$ cat config.mk
export PLATFORM = sky130hd
export DESIGN_NAME = hit_detector
export DESIGN_NICKNAME = d
export VERILOG_FILES = /design/src/rtl/asteroids_pkg.sv /design/src/rtl/box_overlap.sv /design/src/rtl/hit_detector.sv
export SDC_FILE = /design/constraint.sdc
export NUM_CORES = 1
export LEC_CHECK = 0
export ABC_AREA = 0
export CAP_MARGIN = 10
export CORE_MARGIN = 4
export CORE_UTILIZATION = 43
export CTS_BUF_LIST = sky130_fd_sc_hd__clkbuf_2
export CTS_CLUSTER_DIAMETER = 60
export CTS_CLUSTER_SIZE = 40
export DETAILED_ROUTE_END_ITERATION = 8
export GPL_TIMING_DRIVEN = 0
export PLACE_DENSITY = 0.68
export SYNTH_ARGS = -nofsm -noshare
export SYNTH_HDL_FRONTEND = slang
export SYNTH_SLANG_ARGS = --single-unit
$ cat constraint.sdc
create_clock -name clk -period 4.1 [get_ports clk]
set_clock_uncertainty 0.05 [all_clocks]
set_input_delay 0.41 -clock clk [delete_from_list [all_inputs] [get_ports clk]]
set_output_delay 0.41 -clock clk [all_outputs]
set_load 0.005 [all_outputs]
$ cat src/rtl/asteroids_pkg.sv
// Purpose : shared types and default sizes for the asteroid game datapath blocks.
// Contents: scan FSM state encoding, default object/screen dimensions, index-width helper.
// Used by : hit_detector, box_overlap.
package asteroids_pkg;

   localparam int N_AST_DEF  = 4;
   localparam int X_W_DEF    = 8;
   localparam int Y_W_DEF    = 7;
   localparam int AST_SZ_DEF = 8;
   localparam int BUL_SZ_DEF = 2;

   // Screen extents implied by the default coordinate widths.
   localparam int SCREEN_W = 1 << X_W_DEF;
   localparam int SCREEN_H = 1 << Y_W_DEF;

   typedef enum logic [1:0] {
      ST_IDLE = 2'd0,
      ST_SCAN = 2'd1,
      ST_HIT  = 2'd2,
      ST_DONE = 2'd3
   } state_t;

   // Width of a slot index; a single slot still needs one bit to carry it.
   function automatic int idx_width(input int n);
      return (n > 1) ? $clog2(n) : 1;
   endfunction

endpackage

$ cat src/rtl/box_overlap.sv
// Purpose : combinational 2-D box intersection test (asteroid box vs bullet box).
// Latency : 0 cycles, pure combinational. Backpressure: none.
// Ports   : ax/ay asteroid top-left, bx/by bullet top-left, overlap=1 when the boxes share a pixel.
module box_overlap
   import asteroids_pkg::*;
#(
   parameter int X_W  = X_W_DEF,
   parameter int Y_W  = Y_W_DEF,
   parameter int A_SZ = AST_SZ_DEF,
   parameter int B_SZ = BUL_SZ_DEF
) (
   input  logic [X_W-1:0] ax,
   input  logic [Y_W-1:0] ay,
   input  logic [X_W-1:0] bx,
   input  logic [Y_W-1:0] by,
   output logic           overlap
);

   // One extra bit so box far edges near the screen limit never wrap to 0.
   typedef logic [X_W:0] xe_t;
   typedef logic [Y_W:0] ye_t;

   localparam xe_t AX_OFF = xe_t'(A_SZ - 1);
   localparam xe_t BX_OFF = xe_t'(B_SZ - 1);
   localparam ye_t AY_OFF = ye_t'(A_SZ - 1);
   localparam ye_t BY_OFF = ye_t'(B_SZ - 1);

   xe_t ax_e, bx_e;
   ye_t ay_e, by_e;
   logic x_ok, y_ok;

   assign ax_e = {1'b0, ax};
   assign bx_e = {1'b0, bx};
   assign ay_e = {1'b0, ay};
   assign by_e = {1'b0, by};

   // Inclusive comparisons: boxes whose edges touch count as overlapping.
   assign x_ok = (bx_e <= ax_e + AX_OFF) && (ax_e <= bx_e + BX_OFF);
   assign y_ok = (by_e <= ay_e + AY_OFF) && (ay_e <= by_e + BY_OFF);

   assign overlap = x_ok && y_ok;

endmodule

$ cat src/rtl/hit_detector.sv
// Purpose : per-frame bullet/asteroid collision scan; emits one hit pulse to the score block.
// Latency : slot k overlap -> hit in cycle k+2 after the frame_tick edge; done one cycle later.
// Backpr. : none; a frame_tick arriving mid-scan is dropped and flagged by sticky overrun.
// Ports   : clk, reset (sync, high); frame_tick, bullet_valid/x/y, ast_alive/x/y in;
//           hit, hit_idx, kill_ast, bullet_kill, busy, done, overrun out (all registered).
module hit_detector
   import asteroids_pkg::*;
#(
   parameter int N_AST  = N_AST_DEF,
   parameter int X_W    = X_W_DEF,
   parameter int Y_W    = Y_W_DEF,
   parameter int AST_SZ = AST_SZ_DEF,
   parameter int BUL_SZ = BUL_SZ_DEF
) (
   input  logic                          clk,
   input  logic                          reset,
   input  logic                          frame_tick,
   input  logic                          bullet_valid,
   input  logic [X_W-1:0]                bullet_x,
   input  logic [Y_W-1:0]                bullet_y,
   input  logic [N_AST-1:0]              ast_alive,
   input  logic [N_AST*X_W-1:0]          ast_x,
   input  logic [N_AST*Y_W-1:0]          ast_y,
   output logic                          hit,
   output logic [idx_width(N_AST)-1:0]   hit_idx,
   output logic [N_AST-1:0]              kill_ast,
   output logic                          bullet_kill,
   output logic                          busy,
   output logic                          done,
   output logic                          overrun
);

   localparam int IDX_W = idx_width(N_AST);
   localparam logic [IDX_W-1:0] LAST_IDX = IDX_W'(N_AST - 1);

   state_t state, state_nxt;
   logic [IDX_W-1:0] idx, idx_nxt;

   // Frame snapshot: the scan works only on these, never on the live inputs.
   logic [X_W-1:0]       snap_bx, snap_bx_nxt;
   logic [Y_W-1:0]       snap_by, snap_by_nxt;
   logic [N_AST-1:0]     snap_alive, snap_alive_nxt;
   logic [N_AST*X_W-1:0] snap_ax, snap_ax_nxt;
   logic [N_AST*Y_W-1:0] snap_ay, snap_ay_nxt;

   logic                 hit_nxt, bullet_kill_nxt, busy_nxt, done_nxt, overrun_nxt;
   logic [IDX_W-1:0]     hit_idx_nxt;
   logic [N_AST-1:0]     kill_ast_nxt;

   logic [X_W-1:0] sel_ax;
   logic [Y_W-1:0] sel_ay;
   logic           sel_overlap;

   // Single comparator shared across slots; idx picks which slot it sees.
   assign sel_ax = snap_ax[idx*X_W +: X_W];
   assign sel_ay = snap_ay[idx*Y_W +: Y_W];

   box_overlap #(
      .X_W  (X_W),
      .Y_W  (Y_W),
      .A_SZ (AST_SZ),
      .B_SZ (BUL_SZ)
   ) u_box_overlap (
      .ax      (sel_ax),
      .ay      (sel_ay),
      .bx      (snap_bx),
      .by      (snap_by),
      .overlap (sel_overlap)
   );

   always_comb begin
      state_nxt       = state;
      idx_nxt         = idx;
      snap_bx_nxt     = snap_bx;
      snap_by_nxt     = snap_by;
      snap_alive_nxt  = snap_alive;
      snap_ax_nxt     = snap_ax;
      snap_ay_nxt     = snap_ay;
      hit_nxt         = 1'b0;
      hit_idx_nxt     = hit_idx;
      kill_ast_nxt    = '0;
      bullet_kill_nxt = 1'b0;
      busy_nxt        = busy;
      done_nxt        = 1'b0;
      overrun_nxt     = overrun | (frame_tick && (state != ST_IDLE));

      case (state)
         ST_IDLE: begin
            if (frame_tick) begin
               snap_bx_nxt    = bullet_x;
               snap_by_nxt    = bullet_y;
               snap_alive_nxt = ast_alive;
               snap_ax_nxt    = ast_x;
               snap_ay_nxt    = ast_y;
               idx_nxt        = '0;
               busy_nxt       = 1'b1;
               if (bullet_valid) begin
                  state_nxt = ST_SCAN;
               end else begin
                  // No bullet: nothing can hit, close the frame immediately.
                  state_nxt = ST_DONE;
                  done_nxt  = 1'b1;
               end
            end
         end
         ST_SCAN: begin
            // Scanning upward and stopping on the first hit makes the lowest slot win.
            if (snap_alive[idx] && sel_overlap) begin
               state_nxt       = ST_HIT;
               hit_nxt         = 1'b1;
               hit_idx_nxt     = idx;
               kill_ast_nxt    = N_AST'(1) << idx;
               bullet_kill_nxt = 1'b1;
            end else if (idx == LAST_IDX) begin
               state_nxt = ST_DONE;
               done_nxt  = 1'b1;
            end else begin
               idx_nxt = idx + 1'b1;
            end
         end
         ST_HIT: begin
            state_nxt = ST_DONE;
            done_nxt  = 1'b1;
         end
         ST_DONE: begin
            state_nxt = ST_IDLE;
            busy_nxt  = 1'b0;
         end
         default: begin
            state_nxt = ST_IDLE;
            busy_nxt  = 1'b0;
         end
      endcase
   end

   always_ff @(posedge clk) begin
      if (reset) begin
         state       <= ST_IDLE;
         idx         <= '0;
         snap_bx     <= '0;
         snap_by     <= '0;
         snap_alive  <= '0;
         snap_ax     <= '0;
         snap_ay     <= '0;
         hit         <= 1'b0;
         hit_idx     <= '0;
         kill_ast    <= '0;
         bullet_kill <= 1'b0;
         busy        <= 1'b0;
         done        <= 1'b0;
         overrun     <= 1'b0;
      end else begin
         state       <= state_nxt;
         idx         <= idx_nxt;
         snap_bx     <= snap_bx_nxt;
         snap_by     <= snap_by_nxt;
         snap_alive  <= snap_alive_nxt;
         snap_ax     <= snap_ax_nxt;
         snap_ay     <= snap_ay_nxt;
         hit         <= hit_nxt;
         hit_idx     <= hit_idx_nxt;
         kill_ast    <= kill_ast_nxt;
         bullet_kill <= bullet_kill_nxt;
         busy        <= busy_nxt;
         done        <= done_nxt;
         overrun     <= overrun_nxt;
      end
   end

endmodule

* Word level (Yosys, flattened, before mapping)
Cells that the tools add are included. Widths: inputs -> output; s select.
Cells by class: $add $sub $neg 5, multiply operators 1, magnitude comparators 5, equality and inequality tests 8, shifts and indexed selects 3, multiplexer cells 19, bitwise logic cells 3, reduce and logical (&&, ||, !) cells 16
Operators by type and width (number):
- $shiftx 32x6->8 | 1
- $shiftx 28x6->7 | 1
- $le 8x9->1 | 2
- $le 7x8->1 | 2
- $mux 2 | 7
- $add 8x1->9 const B | 1
- $add 8x3->9 const B | 1
- $add 7x1->8 const B | 1
- $add 7x3->8 const B | 1
- $pmux 2 s4 | 1
- $reduce_and 2->1 | 4
- $mux 1 | 7
- $eq 2x2->1 const B | 3
- $ne 2x2->1 const B | 3
- $reduce_bool 2->1 | 3
- $logic_and 1x1->1 | 5
- $mul 2x3->5 const B | 1
- $pmux 2 s2 | 1
- $reduce_and 4->1 | 1
- $shl 1x2->4 const A | 1
- $lt 2x3->1 const B | 1
- $ne 3x3->1 const B | 1
- $pmux 1 s3 | 1
- $reduce_or 3->1 | 1
- other kinds (8) | 9
Storage, ports and cells: register bits 93, input port bits 83, output and inout bits 11, logic and storage cells 73

* Depth between registers and ports, before layout
depth in word-level cells 9, depth in mapped cells 16, gate-level depth less buffers 14

* Modules after synthesis
Synthesis repeated with hierarchy kept, for this count alone.
Second synthesis, totals: cell total of the unflattened synthesis 582, area total of the unflattened synthesis 4804.6 µm²
By module, submodules not included:
- hit_detector | times used 1, cells each 441, area each 3736.1 µm², seq. area each 1861.8 µm²
- box_overlap | times used 1, cells each 141, area each 1068.5 µm², seq. area each 0.0 µm²

* Worst setup path after synthesis
No wires, ideal clock.
path type reg2reg, start point reg idx[0], end point reg idx[0], setup time 0.115 ns, data arrival time 3.419 ns, data required time 3.935 ns, setup slack 0.516 ns, stages on the path, launching flop included 17, path buffers 2, clock period less this slack 3.584 ns, cells stage by stage dfxtp_1 buf_6 buf_6 mux4_2 inv_1 ha_1 nand2b_1 and3b_4 xnor2_1 ha_1 a2111oi_0 o21ai_0 o211ai_1 a31o_4 a41oi_4 and4_1 o21ba_1
On the way: word-level cells in the longest chain between the ends 9, elaborated cells between the ends (all ways) 23, those cells by class add/sub (3); mul (1); order compare (4); eq/ne (3); shift (2); mux (5); reduce/logical (5)
Ends and longest elaborated chain:
- start, declared | RTL line hit_detector.sv:37 | logic [IDX_W-1:0] idx, idx_nxt;
- start signal, assigned | RTL line hit_detector.sv:154 | idx <= idx_nxt;
- $mul 2x3->5 | RTL line hit_detector.sv:56 | assign sel_ay = snap_ay[idx*Y_W +: Y_W];
- $shiftx 28x6->7 | RTL line hit_detector.sv:56
- $add 7x3->8 | RTL line box_overlap.sv:39 | assign y_ok = (by_e <= ay_e + AY_OFF) && (ay_e <= by_e + BY_OFF);
- $le 7x8->1 | RTL line box_overlap.sv:39
- $logic_and 1x1->1 | RTL line box_overlap.sv:39
- $logic_and 1x1->1 | RTL line box_overlap.sv:41 | assign overlap = x_ok && y_ok;
- $logic_and 1x1->1 | RTL line hit_detector.sv:108 | if (snap_alive[idx] && sel_overlap) begin
- $ne 2x2->1 (no line)
- $reduce_and 4->1 (no line)
Several ways; a longest one is shown, not always the timed one. The select of a mux whose other input is x is not followed. A chain may end at the register's enable or synchronous reset.

* Worst setup path in the final report
start point reg idx[1], end point reg idx[0]
On the way: word-level cells in the longest chain between the ends 9, elaborated cells between the ends (all ways) 19, those cells by class add/sub (2); mul (1); order compare (4); eq/ne (3); shift (2); mux (2); reduce/logical (5)
Ends and longest elaborated chain (RTL line):
- $mul 2x3->5 | hit_detector.sv:56
- $shiftx 28x6->7 | hit_detector.sv:56
- $add 7x3->8 | box_overlap.sv:39
- $le 7x8->1 | box_overlap.sv:39
- $logic_and 1x1->1 | box_overlap.sv:39
- $logic_and 1x1->1 | box_overlap.sv:41
- $logic_and 1x1->1 | hit_detector.sv:108
- $ne 2x2->1 (no line)
- $reduce_and 4->1 (no line) *
Every way passes the cells marked *; elsewhere a longest branch is shown, timed or not. The select of a mux whose other input is x is not followed.

==> flow_summary_export.csv <==
group,metric,value,unit
run_status,outcome,"completed",
sta,max_freq,259,MHz
sta,setup_ws,0.234,ns
synth,synthCells,572,
layout,final_nets,805,
cts,cts.sinks,93,
global_route,antenna_found_initial,0,
global_route,grt_usage,21.4,%
global_route,grt_pass1_vias,4576,
layout,fin_cells,830,
global_route,grt_max_degree,19,
sta,finalSetupTns,0,ns
cts,clk_pin_slew_worst_paths,0.28,ns
floorplanning,die_x,114,um
sta,rsz0062_at_grt,"false",
cts,insertion_delay,0.56,ns
floorplanning,initial_utilization,44.4,%
setup_path,r2r_slack,0.23,ns
synth,syn_area_per_cell,8.48,um^2
floorplanning,coreArea,0.0109,mm^2
floorplanning,ioPinCount,94,
floorplanning,fp.dieArea,0.0130,mm^2
global_route,grt_pass1_wl,22200,um
sta,tightest_slew,0.614,ns
drt,wl,13600,um
setup_path,timing.rr.end,"idx[0]",
synth,yosys_warnings,0,
power_and_ir_drop,ir_drop,226,uV
layout,final_cell_mix,"nand2_1 (168), clkdlybuf4s50_1 (92), dfxtp_1 (91), a21oi_1 (87), ha_1 (37)",
cts,cts-htree-levels,3,
power_and_ir_drop,power_density,492,mW/mm^2
synth,syn-num-nets,692,
sta,hold_ws,0.251,ns
cts,cts_buffers,9,
synth,synth.distinct_cells,50,
worst_hold_path,hold_end,"bullet_kill",
placement,dp.cells,804,
cts,hold_buffers,0,
synth,ys_ff_latch,93,
worst_hold_path,hp-class,"in2reg",
drt,drt-pass1-iter-count,5,
setup_path,crit_type,"reg2reg",
cts,clockRootBuffer,"clkbuf_2",
layout,drive_gt1_share,8.70,%
placement,io_buffers,92,
global_route,grt-ovfl-total,0,
sta,fin_crit,3.87,ns
placement,hpwl,10400,um
power_and_ir_drop,power_leakage,0.00234,uW
floorplanning,die_h,114,um
floorplanning,rows,38,
setup_path,crit_path_start_kind,"register",
worst_hold_path,whs_path_depth,2,
synth,synth-edff-count,0,
synth,ys_seq_area_share,38.4,%
cts,cts_buffer_depth,2,
setup_path,arrival,4.32,ns
layout,n_antenna_cell,0,
synth,yosys_most_used_dff,"dfxtp_1",
drt,detail-route-antenna-nets,0,
placement,pre_cts_slack,-0.0869,ns
synth,syn_area,0.00485,mm^2
setup_path,end_kind,"register",
setup_path,worst_r2r_path_depth,16,
sta,min_period_over_period,94.3,%
job,cap_viol_max_count,0,
drt,drt_iter0_drc,369,
drt,avgRoutedWirePerCell,16.4,um
power_and_ir_drop,total_power,3030,uW
drt,vias,4477,
drt,drcViolationCount,0,
sta,slew_violations,0,
setup_path,crit_fanout,10,
setup_path,worstPathRequired,4.55,ns
worst_hold_path,min_from,"reset",
layout,area_delta_synth_final,27.1,%
cts,cts_tree,"yes",
sta,finalHoldViolCount,0,
synth,async_reset_ff_share,0,%
layout,final_common_cell,"nand2_1",
setup_path,r2r_start,"idx[1]",
placement,gp_congestion,0.886,
sta,setup_viol,0,
drt,vias_per_cell,5.39,
sta,relSlewSlack,59.1,%
## final cells by class
| class | instances | area, um^2 |
|---|---|---|
| flip-flops and latches | 93 | 1870 |
| inverters | 16 | 60.1 |
| repair buffers | 103 | 1000 |
| clock buffers | 10 | 50.0 |
| clock inverters | 6 | 60.1 |
| well taps | 140 | 175 |
| fillers | 1003 | 4770 |
| multi-input cells | 431 | 2800 |
| plain buffers | 31 | 148 |
## worst max-delay path, stage by stage, from the launching register on
cell	delay, ns
dfxtp_4	0.44
buf_4	0.22
buf_6	0.18
mux4_2	0.34
inv_1	0.11
ha_1	0.20
nand2b_1	0.09
and3b_4	0.19
xnor2_1	0.13
ha_1	0.31
a2111oi_0	0.34
o21ai_0	0.16
o211ai_1	0.25
a31o_4	0.17
a41oi_4	0.20
and4_1	0.28
o21ba_1	0.16
## registers in the layout (all words and copies together), names as in the netlist
name,cells
state,2
snap_bx,8
hit_idx,2
done,1
snap_by,7
overrun,1
kill_ast,4
busy,1
snap_ax,32
snap_ay,28
bullet_kill,1
snap_alive,4
idx,2
## synthesized netlist by cell type, types with 2 or more instances
cell type,count,area [um^2]
nand2_1,168,631
dfxtp_1,93,1860
a21oi_1,87,435
ha_1,37,463
clkbuf_1,25,93.8
inv_1,16,60.1
mux4_2,13,293
nor2_1,12,45.0
nand3_1,11,55.1
xnor2_1,11,96.3
xor2_1,11,96.3
and3_1,8,50.1
nand4_1,8,50.1
o21ai_0,8,40.0
nor3_1,5,25.0
a21boi_0,4,30.0
a21o_1,4,30.0
nor2b_1,4,25.0
mux2i_1,3,30.0
mux4_1,3,78.8
nand2b_1,3,18.8
o211ai_1,3,22.5
a211oi_1,2,15.0
a31oi_1,2,12.5
and4_1,2,17.5
buf_1,2,7.51
buf_2,2,10.0
buf_6,2,22.5
nor4_1,2,12.5
## how the worst max path moves through the flow
stage,start,to,cells after the start
floorplan,idx[0],idx[0],16
global placement,idx[1],done,16
detailed placement,idx[1],idx[0],16
CTS,idx[0],idx[1],16
global route,idx[1],idx[1],16
finish,idx[1],idx[0],16
## metrics by stage
step	util (%)	cell area (um^2)
6_report	56.4	6170
3_3_place_gp	54.4	5950
2_1_floorplan	-	4850
4_1_cts	55.5	6070
3_5_place_dp	54.4	5950
5_1_grt	56.4	6170
## power by group
group          internal, uW  switching [uW]  total, uW
registers              1070             124       1190
logic                   622             777       1400
clock network           100             344        444
## logic make-up (layout without fill, tap and decap cells)
kind of cell / Yosys count / in the layout / share of synthesized area [%]
xor+xnor: 22 / 22 / 3.97
mux: 19 / 19 / 8.28
buf+inv: 48 / 166 / 4.15
simple gates: 232 / 232 / 20.9
compound gates: 121 / 121 / 14.8
flops: 93 / 93 / 38.4
fa+ha+maj: 37 / 37 / 9.54
## metal layers
| metal | share of wire [%] | up-vias | GRT usage, % |
|---|---|---|---|
| met3 | 5.2 | 26 | 4.07 |
| li1 | - | 2206 | - |
| met4 | 2.3 | 0 | 6.73 |
| met5 | 0 | - | 0 |
| met1 | 43 | 2101 | 27.7 |
| met2 | 49 | 144 | 36.1 |
## what timing repair did
item,in CTS,in global routing
pin swaps,0,1
resized for setup,4,8
setup buffers,0,11
endpoints found under the setup margin,10,10
(Power assumes the default switching activity.)
